[config.mk]
export PLATFORM = sky130hd
export DESIGN_NAME = lzd_norm_pipe
export DESIGN_NICKNAME = d
export VERILOG_FILES = /design/src/rtl/lzd_norm_pipe.sv
export SDC_FILE = /design/constraint.sdc
export NUM_CORES = 1
export LEC_CHECK = 0
export BUFFER_PORTS_ARGS = -buffer_cell sky130_fd_sc_hd__buf_2
export CAP_MARGIN = 40
export CORE_ASPECT_RATIO = 2
export CORE_MARGIN = 4
export CORE_UTILIZATION = 33
export CTS_CLUSTER_DIAMETER = 50
export CTS_CLUSTER_SIZE = 28
export DETAILED_ROUTE_END_ITERATION = 10
export GPL_TIMING_DRIVEN = 0
export PLACE_DENSITY = 0.61
export SYNTH_ARGS = -nofsm -noshare
export SYNTH_HDL_FRONTEND = slang
export SYNTH_SLANG_ARGS = --single-unit
[constraint.sdc]
create_clock -name clk -period 2.6 [get_ports clk]
set_input_delay 0.39 -clock clk [delete_from_list [all_inputs] [get_ports clk]]
set_output_delay 0.39 -clock clk [all_outputs]
set_load 0.01 [all_outputs]
[src/rtl/lzd_norm_pipe.sv]
// Two-stage leading-zero / leading-sign counter with left-normalising shifter.
// Optional all-zero/all-sign result counter is enabled by defining LZD_ALLZ_CNT_EN.
module lzd_norm_pipe #(
  parameter int WIDTH = 32,
  localparam int CW = $clog2(WIDTH)
) (
  input  logic             clk,
  input  logic             rst_n,
`ifdef LZD_ALLZ_CNT_EN
  input  logic             clr,
  output logic [15:0]      allz_cnt,
`endif
  input  logic             in_valid,
  output logic             in_ready,
  input  logic [WIDTH-1:0] in_m,
  input  logic             in_mode,
  output logic             out_valid,
  input  logic             out_ready,
  output logic [CW-1:0]    out_num,
  output logic             out_all,
  output logic [WIDTH-1:0] out_norm
);

  localparam int NG = WIDTH / 4;

  // Handshake: a beat moves across a port at a rising edge where valid && ready;
  // a producer holds valid and data stable until then, and ready may depend
  // combinationally on the downstream ready (no skid buffer).

  logic             s1_valid_q;
  logic [WIDTH-1:0] s1_m_q;
  logic [CW-1:0]    s1_num_q;
  logic             s1_all_q;
  logic             out_valid_q;
  logic [CW-1:0]    out_num_q;
  logic             out_all_q;
  logic [WIDTH-1:0] out_norm_q;

  logic             s1_load;
  logic             s2_load;
  logic [WIDTH-1:0] scan;
  logic [NG-1:0]    grp_nz;
  logic [NG-1:0][1:0] grp_lz;
  logic [CW-1:0]    num_d;
  logic             all_d;
  logic             hit;

  assign s2_load  = !out_valid_q || out_ready;
  assign s1_load  = !s1_valid_q || s2_load;
  assign in_ready = s1_load;

  // Sign mode counts leading zeros of the neighbour-xor vector: bit i+1 set
  // wherever m[i+1] != m[i]; bit 0 is forced clear so all-equal gives zero.
  always_comb begin
    scan = in_m;
    if (in_mode) scan = {in_m[WIDTH-1:1] ^ in_m[WIDTH-2:0], 1'b0};
  end

  for (genvar g = 0; g < NG; g++) begin : g_grp
    assign grp_nz[g] = |scan[4*g +: 4];
    assign grp_lz[g] = scan[4*g+3] ? 2'd0 :
                       scan[4*g+2] ? 2'd1 :
                       scan[4*g+1] ? 2'd2 : 2'd3;
  end

  always_comb begin
    num_d = '0;
    hit   = 1'b0;
    for (int g = NG - 1; g >= 0; g--) begin
      if (!hit && grp_nz[g]) begin
        hit   = 1'b1;
        num_d = CW'(4 * (NG - 1 - g)) + CW'(grp_lz[g]);
      end
    end
    all_d = !hit;
  end

  always_ff @(posedge clk or negedge rst_n) begin
    if (!rst_n) begin
      s1_valid_q <= 1'b0;
      s1_m_q     <= '0;
      s1_num_q   <= '0;
      s1_all_q   <= 1'b0;
    end else if (s1_load) begin
      s1_valid_q <= in_valid;
      if (in_valid) begin
        s1_m_q   <= in_m;
        s1_num_q <= num_d;
        s1_all_q <= all_d;
      end
    end
  end

  always_ff @(posedge clk or negedge rst_n) begin
    if (!rst_n) begin
      out_valid_q <= 1'b0;
      out_num_q   <= '0;
      out_all_q   <= 1'b0;
      out_norm_q  <= '0;
    end else if (s2_load) begin
      out_valid_q <= s1_valid_q;
      if (s1_valid_q) begin
        out_num_q  <= s1_num_q;
        out_all_q  <= s1_all_q;
        out_norm_q <= s1_m_q << s1_num_q;
      end
    end
  end

  assign out_valid = out_valid_q;
  assign out_num   = out_num_q;
  assign out_all   = out_all_q;
  assign out_norm  = out_norm_q;

`ifdef LZD_ALLZ_CNT_EN
  logic [15:0] allz_cnt_q;
  logic [15:0] allz_cnt_d;

  always_comb begin
    allz_cnt_d = allz_cnt_q;
    if (clr)
      allz_cnt_d = '0;
    else if (out_valid_q && out_ready && out_all_q && allz_cnt_q != 16'hFFFF)
      allz_cnt_d = allz_cnt_q + 16'd1;
  end

  always_ff @(posedge clk or negedge rst_n) begin
    if (!rst_n) allz_cnt_q <= '0;
    else        allz_cnt_q <= allz_cnt_d;
  end

  assign allz_cnt = allz_cnt_q;
`endif

endmodule

==> results.json <==
{
  "mostFrequentLayoutCell": "nand2_1",
  "yosys_register_bits": 78,
  "use_met2": 0.383,
  "antenna_left": 0,
  "pin_count": 77,
  "grt_pass1_wl_microns": 27500,
  "grt_max_degree": 41,
  "antennaDiodeCount": 0,
  "dieArea_sq_um": 18400,
  "core_sq_um": 15900,
  "nets": 705,
  "cp-start-kind": "flop",
  "syn_inst": 586,
  "critPathMaxFanout": 10,
  "p_leak_nw": 2.73,
  "ys.flop_type": "dfrtp_1",
  "synth-seq-area-share": 0.366,
  "rows": 65,
  "hold_path_class": "primary input to async pin",
  "worst_slew_pin_slew_ns": 0.613,
  "crit_required_ns": 2.82,
  "slew_viol_final": 0,
  "yosysWarnings": 0,
  "status": "finished clean",
  "overflow": 0,
  "dieWidth_microns": 97.9,
  "antenna_found_initial": 0,
  "vias_per_cell": 5.55,
  "powerDensity_nw_per_um2": 719,
  "numPortBuffers": 70,
  "post_drt_wl_per_cell_microns": 19.9,
  "clock-sinks": 78,
  "placed_area_sq_um": 5960,
  "grt_most_used_layer": "met2",
  "die_h_microns": 188,
  "finalWirelength_microns": 17300,
  "hold_violations": 0,
  "timing.fmax_ghz": 0.410,
  "drc": 0,
  "cap_violations": 0,
  "r2r_cells": 8,
  "grt_util_met1": 0.170,
  "synth_area_sq_um": 5340,
  "holdBufCountCts": 0,
  "fin_crit_sh": 0.939,
  "start_util": 0.337,
  "synth_nets": 623,
  "drtIter0Drc": 309,
  "final_cell_area_sq_um": 6240,
  "setup_violations": 0,
  "clk_latency_ns": 0.34,
  "use_met3": 0.0246,
  "h-tree-depth": 3,
  "post_cts_buffers": 0,
  "post-route-min-period_ns": 2.44,
  "final_cell_mix": "127 x nand2_1, 78 x dfrtp_1, 75 x buf_2",
  "setup.worst_path.end_class": "flop",
  "cp.arrival_ns": 2.66,
  "grt.total_usage": 0.192,
  "vias": 4847,
  "path_class": "flop to flop",
  "numCtsBuffers": 9,
  "syn_avg_cell_area_sq_um": 9.11,
  "rsz0062_at_grt": "no",
  "utilization": 0.393,
  "async_flop_share": 1.00,
  "clk_pin_slew_ns": 0.06,
  "clockBufferDepth": 2,
  "final.setup_skew_ns": 0.00528,
  "area_growth_pct": 16.9,
  "gp_congestion": 1.03,
  "dr.pass1.iters": 5,
  "max_slew_margin": 0.589,
  "first_global_vias": 5071,
  "dp_hpwl_microns": 14200,
  "vdd_drop_max_mv": 0.255,
  "synthDistinctLibCells": 61,
  "synth_edf_count": 0,
  "cts-root-buf": "clkbuf_16",
  "whs_ns": 0.0206,
  "cts_tree": "done",
  "drive_gt1_frac": 0.237
}
==> cell usage after synthesis (4+ instances only) <==
library cell	n	area [sq um]
a211oi_1	24	180
a21oi_1	31	155
o22ai_1	4	25.0
and2_1	6	37.5
o21a_1	7	52.6
o21ai_1	12	60.1
nand2_1	127	477
mux4_2	31	698
dfrtp_1	78	1950
buf_2	7	35.0
a31oi_1	4	25.0
inv_1	17	63.8
o221ai_1	4	35.0
a21o_1	4	30.0
nor2b_1	4	25.0
nor4_1	7	43.8
mux2_2	16	180
nor2_1	27	101
nand2b_1	7	43.8
clkbuf_1	36	135
nor3_1	5	25.0
nand4_1	6	37.5
mux2i_1	13	130
o21ai_0	43	215
a22o_1	4	35.0
nand3_1	6	30.0
a2bb2oi_1	6	52.6
==> cells by family (layout without fill, tap and decap cells) <==
family          after synthesis  count (layout)  synth area share
mux                          60              60             0.189
simple gates                214             214             0.185
buf+inv                      65             151            0.0516
compound gates              169             169             0.209
flops                        78              78             0.366
==> per-layer routing <==
layer / routed length [microns] / vias to the layer above
li1: - / 2329
met1: 5560 / 2315
met2: 10100 / 145
met3: 477 / 58
met4: 1170 / 0
met5: 0 / -
==> path summary, 6_finish.rpt <==
check	slack [ns]	start	end
setup / recovery	0.16	s1_num_q[0]$_DFFE_PN0P_	out_norm[18]$_DFFE_PN0P_
hold / removal	0.02	rst_n	s1_all_q$_DFFE_PN0P_
setup reg to reg	0.16	s1_num_q[0]$_DFFE_PN0P_	out_norm[18]$_DFFE_PN0P_
hold reg to reg	0.47	out_norm[7]$_DFFE_PN0P_	out_norm[7]$_DFFE_PN0P_
max in group asynchronous	1.99	rst_n	s1_m_q[21]$_DFFE_PN0P_
min in group clk	0.27	in_valid	s1_valid_q$_DFFE_PN0N_
==> cell type report <==
class | instances | area, sq um
Inverter | 17 | 63.8
Clock buffer | 14 | 264
Buffer | 48 | 219
Clock inverter | 1 | 5.00
Tap cell | 201 | 251
Sequential cell | 78 | 1950
Multi-Input combinational cell | 443 | 3110
Fill cell | 1643 | 9620
Timing Repair Buffer | 71 | 373
==> what timing repair did <==
| action | CTS | global route |
|---|---|---|
| resized for setup | 0 | 9 |
| hold endpoints to repair | 0 | 0 |
| endpoints found under the setup margin | 0 | 4 |
==> metrics by stage <==
stage | setup slack, ns | power, mW | setup TNS [ns] | std cells
floorplan | 0.501 | 2.72 | 0 | 586
global route | 0.0504 | 4.75 | 0 | 873
finish | 0.159 | 4.49 | 0 | 873
CTS | 0.0950 | 4.49 | 0 | 873
global placement | -0.155 | 3.33 | -0.441 | 857
detailed placement | -0.135 | 3.35 | -0.364 | 858
==> critical path, cell delays in order, from the launching register on <==
cell and delay [ns]:
dfrtp_1 0.32, buf_4 0.19, buf_4 0.27, mux4_2 0.58, mux2i_1 0.22, nor2_1 0.11
a21oi_1 0.18, o22ai_1 0.16, mux2_2 0.30
==> power breakdown <==
part           leakage [nW]  switching, mW  internal [mW]
combinational          1.62          0.967          0.738
clock                 0.133          0.454          0.692
sequential            0.977          0.176           1.46
==> flip-flops by register name, indices dropped and copies added (netlist names) <==
register and count:
out_all 1, out_norm 32, out_num 5, out_valid 1, s1_all_q 1, s1_m_q 32, s1_num_q 5, s1_valid_q 1
Power figures use the tool's default switching activity.
